===== config.mk =====
export PLATFORM = sky130hd
export DESIGN_NAME = add_sub
export DESIGN_NICKNAME = d
export VERILOG_FILES = /design/src/rtl/add_sub_pkg.sv /design/src/rtl/add_sub_core.sv /design/src/rtl/add_sub.sv
export SDC_FILE = /design/constraint.sdc
export NUM_CORES = 1
export LEC_CHECK = 0
export CAP_MARGIN = 10
export CORE_MARGIN = 5
export CORE_UTILIZATION = 41
export CTS_CLUSTER_DIAMETER = 50
export DETAILED_ROUTE_END_ITERATION = 8
export PLACE_DENSITY = 0.81
export SYNTH_ARGS = -nofsm -noshare
export SYNTH_HDL_FRONTEND = slang
export SYNTH_SLANG_ARGS = --single-unit

===== constraint.sdc =====
create_clock -name clk -period 0.8 [get_ports clk]
set_input_delay 0.16 -clock clk [delete_from_list [all_inputs] [get_ports clk]]
set_output_delay 0.16 -clock clk [all_outputs]
set_load 0.01 [all_outputs]

===== src/rtl/add_sub_pkg.sv =====
// Shared definitions for the registered add/subtract unit.
package add_sub_pkg;

    localparam int unsigned DefaultNumSize = 32;

    // Encoding of the add select input.
    typedef enum logic {
        OpSub = 1'b0,
        OpAdd = 1'b1
    } op_e;

    // Signed overflow is present when the carry into the sign bit and the carry out of it differ.
    function automatic logic signed_ovf(input logic c_msb_in, input logic c_out);
        return c_msb_in ^ c_out;
    endfunction

endpackage


===== src/rtl/add_sub_core.sv =====
// Purely combinational ripple-carry adder that also exposes the carry into the MSB.
module add_sub_core #(
    parameter int unsigned NUM_SIZE = 32
) (
    input  logic [NUM_SIZE-1:0] a,
    input  logic [NUM_SIZE-1:0] b,
    input  logic                cin,
    output logic [NUM_SIZE-1:0] sum,
    output logic                cMsbIn,
    output logic                cOut
);

    logic [NUM_SIZE:0] carry;

    // Ripple the carry bit by bit so the carry into the MSB is available for the overflow flag.
    always_comb begin
        carry    = '0;
        sum      = '0;
        carry[0] = cin;
        for (int i = 0; i < NUM_SIZE; i++) begin
            sum[i]       = a[i] ^ b[i] ^ carry[i];
            carry[i + 1] = (a[i] & b[i]) | (carry[i] & (a[i] ^ b[i]));
        end
    end

    assign cMsbIn = carry[NUM_SIZE-1];
    assign cOut   = carry[NUM_SIZE];

endmodule


===== src/rtl/add_sub.sv =====
// Registered signed two's-complement adder/subtractor with a signed-overflow flag.
// Subtraction is A + ~B + 1; the result wraps modulo 2^NUM_SIZE. NUM_SIZE must be >= 2.
module add_sub
    import add_sub_pkg::*;
#(
    parameter int unsigned NUM_SIZE = DefaultNumSize
) (
    input  logic                clk,
    input  logic                rstN,
    input  logic                add,
    input  logic [NUM_SIZE-1:0] dIn0,
    input  logic [NUM_SIZE-1:0] dIn1,
    output logic                overflow,
    output logic [NUM_SIZE-1:0] dOut
);

    logic [NUM_SIZE-1:0] b_eff;
    logic                cin;
    logic [NUM_SIZE-1:0] sum;
    logic                c_msb_in;
    logic                c_out;

    // Invert operand B and inject a carry for subtraction.
    always_comb begin
        if (op_e'(add) == OpAdd) begin
            b_eff = dIn1;
            cin   = 1'b0;
        end else begin
            b_eff = ~dIn1;
            cin   = 1'b1;
        end
    end

    add_sub_core #(
        .NUM_SIZE(NUM_SIZE)
    ) u_core (
        .a     (dIn0),
        .b     (b_eff),
        .cin   (cin),
        .sum   (sum),
        .cMsbIn(c_msb_in),
        .cOut  (c_out)
    );

    // Capture the result and overflow flag; reset clears both immediately.
    always_ff @(posedge clk or negedge rstN) begin
        if (!rstN) begin
            dOut     <= '0;
            overflow <= 1'b0;
        end else begin
            dOut     <= sum;
            overflow <= signed_ovf(c_msb_in, c_out);
        end
    end

endmodule


---- After elaboration in Yosys (flattened, before gate mapping) ----
Cells that the tools add are included.
word-level totals
  word-level logic and storage cells ...... 166
  bits in registers ....................... 33
  input port bits ......................... 67
cells by class
  bitwise logic cells ..................... 162
  multiplexer cells ....................... 2
operator list
  operator       count
  $xor A1 B1 Y1  65
  $and A1 B1 Y1  64
  $mux W32       1
  $not A32 Y32   1
  $or A1 B1 Y1   32
  $mux W1        1

---- Longest topological paths before layout ----
  word-level depth ........................ 68
  gate-level depth with buffers ........... 38
  depth with buffers taken out ............ 36

---- By module ----
Synthesis repeated with hierarchy kept, for this count alone.
second synthesis, totals
  cells, all modules ...................... 113
  area total of the unflattened synthesis .. 1853.0 µm²
modules (own cells, without submodules)
  module        area each (µm²)  cells an instance  sequential area each (µm²)  times used
  add_sub       1174.9           71                 825.8                       1
  add_sub_core  678.2            42                 0.0                         1

---- Worst setup path after synthesis ----
Ideal clock, no wire load.
  path type ............................... input to register
  start ................................... input add
  end ..................................... register overflow
  arrival time ............................ 12.450 ns
  slack ................................... -11.776 ns
  cell stages on the path ................. 37
  buffers on the path ..................... 2
  path through ............................ buf_6 -> buf_12 -> xor2_1 -> fa_1 -> fa_1 -> fa_1 -> fa_1 -> fa_1 -> fa_1 -> fa_1 -> fa_1 -> fa_1 -> fa_1 -> fa_1 -> fa_1 -> fa_1 -> fa_1 -> fa_1 -> fa_1 -> fa_1 -> fa_1 -> fa_1 -> fa_1 -> fa_1 -> fa_1 -> fa_1 -> fa_1 -> fa_1 -> fa_1 -> fa_1 -> fa_1 -> inv_1 -> fa_1 -> inv_1 -> fa_1 -> fa_1 -> xor2_1
between the ends
  longest elaborated chain between the ends .. 67
  elaborated cells on any way between the ends .. 131
  those cells by class .................... mux (2); bitwise (129)
ends and longest elaborated chain
  what                  line                RTL
  start, declared       add_sub.sv:10       input logic add,
  $mux W32              add_sub.sv:25       if (op_e'(add) == OpAdd) begin
  $xor A1 B1 Y1         add_sub_core.sv:22  carry[i + 1] = (a[i] & b[i]) | (carry[i] & (a[i] ^ b[i]));
  $and A1 B1 Y1         add_sub_core.sv:22
  $or A1 B1 Y1          add_sub_core.sv:22
  $and A1 B1 Y1         add_sub_core.sv:22
  $or A1 B1 Y1          add_sub_core.sv:22
  $and A1 B1 Y1         add_sub_core.sv:22
  $or A1 B1 Y1          add_sub_core.sv:22
  (+51 left out)        n/a
  $or A1 B1 Y1          add_sub_core.sv:22
  $and A1 B1 Y1         add_sub_core.sv:22
  $or A1 B1 Y1          add_sub_core.sv:22
  $and A1 B1 Y1         add_sub_core.sv:22
  $or A1 B1 Y1          add_sub_core.sv:22
  $and A1 B1 Y1         add_sub_core.sv:22
  $or A1 B1 Y1          add_sub_core.sv:22
  $xor A1 B1 Y1 (*)     add_sub_pkg.sv:14   return c_msb_in ^ c_out;
  end signal, assigned  add_sub.sv:52       overflow <= signed_ovf(c_msb_in, c_out);
  end, declared         add_sub.sv:13       output logic overflow,
Mark *: on every way between the ends. The rest lies on a longest branch, timed or not.

---- Final worst setup path ----
  start ................................... input add
  end ..................................... register dOut[31]
between the ends
  longest elaborated chain between the ends .. 65
  elaborated cells on any way between the ends .. 128
  those cells by class .................... mux (2); bitwise (126)
ends and longest elaborated chain
  what                  line                RTL
  $mux W32              add_sub.sv:25
  $xor A1 B1 Y1         add_sub_core.sv:22
  $and A1 B1 Y1         add_sub_core.sv:22
  $or A1 B1 Y1          add_sub_core.sv:22
  $and A1 B1 Y1         add_sub_core.sv:22
  $or A1 B1 Y1          add_sub_core.sv:22
  $and A1 B1 Y1         add_sub_core.sv:22
  $or A1 B1 Y1          add_sub_core.sv:22
  (+50 left out)        n/a
  $and A1 B1 Y1         add_sub_core.sv:22
  $or A1 B1 Y1          add_sub_core.sv:22
  $and A1 B1 Y1         add_sub_core.sv:22
  $or A1 B1 Y1          add_sub_core.sv:22
  $and A1 B1 Y1         add_sub_core.sv:22
  $or A1 B1 Y1          add_sub_core.sv:22
  $xor A1 B1 Y1 (*)     add_sub_core.sv:21  sum[i] = a[i] ^ b[i] ^ carry[i];
  via sum[31]           add_sub.sv:19       logic [NUM_SIZE-1:0] sum;
  end signal, assigned  add_sub.sv:51       dOut <= sum;
  end, declared         add_sub.sv:14       output logic [NUM_SIZE-1:0] dOut
Mark *: on every way through the listed nets, which the timed path passes. The rest lies on a longest branch.

==> metrics list <==
- Yosys printed 0 warnings.
- Pre-Repair DR Iteration Count: 4
- Post-Synth Adder-Cell Area: 30.3%
- Die extent in x: 80.7 µm
- Crit path time final: between 10 and 15 ns
* CP Data Arrival Time: ~11 ns
* Share of final-layout standard cells stronger than drive strength 1: 32.4%
- Area growth from synthesis to final layout: 55.0%
- The routed layout has between 1000 and 1500 vias.
- Share of the synthesized area in compound gates (AO/OA/AOI/OAI): 0.244%
- In the routed layout, each cell is associated on average with a via count of ~4.0.
- Summing the areas of all xor and xnor instances in the mapped netlist gives 14.1% of the synthesized area.
- The first global-routing pass estimated between 6000 and 7000 µm of wire.
* Total Routed Length: ~4200 µm
- Counting the buffers created by CTS gives 5.
- Crit path capture type: flip-flop
- Ports placed on the boundary: 100
- In this run, distinct cell masters in the synthesized netlist total 9.
* Critical path peak fanout: 4
* Detailed placer's ending HPWL: about 3600 µm
* Top cell by count, worst path: sky130_fd_sc_hd__fa_2
* Leakage power figure: about 1.6 nW
- Number of max-capacitance violations reported: 0
- For this design the ratio of total power to cell area is 1850 nW/µm².
- Number of standard cells after synthesis: roughly 170
* Result of the run: finished with violations
- After layout, the worst setup slack is -10.43 ns.
* Area of the core: 4790 µm²
* Antenna-violating nets left: 0
* Number of global-route vias before repair: ~1500
- Max IR drop VDD: 1210 µV
- Site row count: 25
- Max stage delay cell, worst path: sky130_fd_sc_hd__fa_2
* Max Clock Freq: 0.0890 GHz
* Synth Area per Inst: 12.4 µm²
- Prior to clock tree synthesis, the placed netlist has a worst setup slack of -11.10 ns.
* Drt drc: 0
- Pin slew with the least headroom to its limit: 0.388 ns
* Startpoint type of the worst setup path: input pin
* RSZ-0062 raised after global routing: true
* Post-Synthesis Cell Area: 2050 µm²
- Part of the Yosys area used for sequential elements: 40.3%
- The worst hold path was traced through 2 stages.
- Deepest level of the CTS H-tree: 2
- DRT iter0 DRCs: 20
- The final reports fail on setup timing.
- Setup violations remaining at the end of the flow were counted as 65.
- Clock sink count: 33
* Area of the die: 6520 µm²
- The die is 80.7 µm tall.
- The final-report max-slew violation count is 0.
* Crit Path Class: in2reg
- Pin count of the biggest net entering global routing: 34
- Mux cell area share after synthesis: 0%
* Number of input and output port buffers inserted: 99
- Ratio of final minimum period to clock period: 1400%
* Number of register bits inferred by synthesis: 33
* CTS root buf: sky130_fd_sc_hd__clkbuf_8
- Summing the areas of all and, or, nand and nor instances in the mapped netlist gives 0.305% of the synthesized area.
- Main combinational cell family by area after synthesis: adder cells
- The min-delay analysis places its worst path in the category in2reg.
* CTS max path bufs: 2
- Clock-pin slew was measured on the worst setup and hold paths at 0.06 ns.
- Hold is met by 0.210 ns.
* Data required time at the worst endpoint: 0.96 ns
- At the end of routability-driven placement, the weighted congestion stood at 0.749.
- For this run, the total global-route usage over all layers was measured as 13.9%.
* Most common cell after layout, fill and taps aside: sky130_fd_sc_hd__clkdlybuf4s50_1
- Nets in the synthesized netlist: 263
- Antenna diodes: 0
- For this run, the post-layout net count is around 370.
- Antenna violations before repair: 0
- TritonCTS clock tree: built
- Global routing finished with a remaining overflow of 0.
- The worst pin sits at a relative slew slack of 74.1%.
- Once the floorplan was initialized, standard cells occupied 42.8% of the core.
- In the final routed layout, each cell accounts on average for 12.2 µm.
- Largest incremental delay on the critical path: 0.53 ns
- The top cell types in the final layout, fill and taps aside, are sky130_fd_sc_hd__clkdlybuf4s50_1 (60), sky130_fd_sc_hd__inv_1 (57), sky130_fd_sc_hd__dfrtp_1 (33).
- Final count of hold timing violations: 0
==> sequential cells by signal, summed over array words and instances, names as in the netlist <==
name and count:
overflow 1, dOut 32
==> area by class of cell <==
class	count	area, µm²
multi-input cells	66	1010
clock inverters	2	10.0
inverters	62	233
clock buffers	6	72.6
well taps	67	83.8
flip-flops and latches	33	826
fillers	377	1610
repair buffers	106	946
==> cell usage after synthesis <==
cell / instances / area (µm²)
sky130_fd_sc_hd__nor2_2: 1 / 6.26
sky130_fd_sc_hd__fa_1: 31 / 621
sky130_fd_sc_hd__xnor2_1: 1 / 8.76
sky130_fd_sc_hd__a21oi_1: 1 / 5.00
sky130_fd_sc_hd__dfrtp_1: 33 / 826
sky130_fd_sc_hd__xor2_1: 32 / 280
sky130_fd_sc_hd__inv_1: 62 / 233
sky130_fd_sc_hd__buf_6: 1 / 11.3
sky130_fd_sc_hd__buf_12: 3 / 60.1
==> power breakdown <==
group          switching [mW]  leakage (nW)  internal, mW  total (mW)
Sequential              0.139         0.385          2.15        2.29
Combinational            1.15          1.12          1.28        2.43
Clock                   0.548        0.0450         0.602        1.15
==> timing repair <==
| item | in CTS | in global routing |
|---|---|---|
| hold endpoints to repair | 33 | 0 |
| resized for setup | 159 | 3 |
| pin swaps | 1 | 0 |
| hold buffers | 1 | 0 |
| setup endpoints to repair | 65 | 65 |
| setup buffers | 0 | 0 |
==> metal layers <==
metal / global-route usage (%) / wire [µm]
met5: 0 / 0
met3: 2.58 / 374
met2: 25.2 / 2260
met4: 5.74 / 53
met1: 16.1 / 1490
==> cell families (layout without fill, tap and decap cells) <==
kind of cell,count (synthesis),in the layout
AOI/OAI and AO/OA,1,1
xor gates and xnor gates,33,33
adders and majority gates,31,31
buffers and inverters,66,176
DFF,33,33
and+or+nand+nor,1,1
==> worst max-delay path, delay by kind of cell <==
kind                       cells  cell delay (ns)
adders and majority gates     31            10.80
buffers and inverters          4             0.26
xor gates and xnor gates       1             0.17
==> path summary, 6_finish.rpt <==
kind                          from        to  slack [ns]
max in group asynchronous     rstN  overflow        0.25
worst min-delay path       dIn0[0]   dOut[0]        0.21
min in group asynchronous     rstN  dOut[25]        0.38
worst max-delay path           add  dOut[31]      -10.43
==> stage by stage <==
step                      setup TNS, ns  total power [mW]  instances  cell area (µm²)  util [%]
after floorplan                 -182.34              3.47        165             2140         -
after global placement          -199.33              4.96        333             3180      66.5
after detailed placement        -200.80              5.09        333             3180      66.5
after CTS                       -178.54              5.94        342             3160      66.0
after global routing            -183.02              6.39        342             3180      66.4
final                           -177.38              5.87        342             3180      66.4
(Power assumes the default switching activity.)
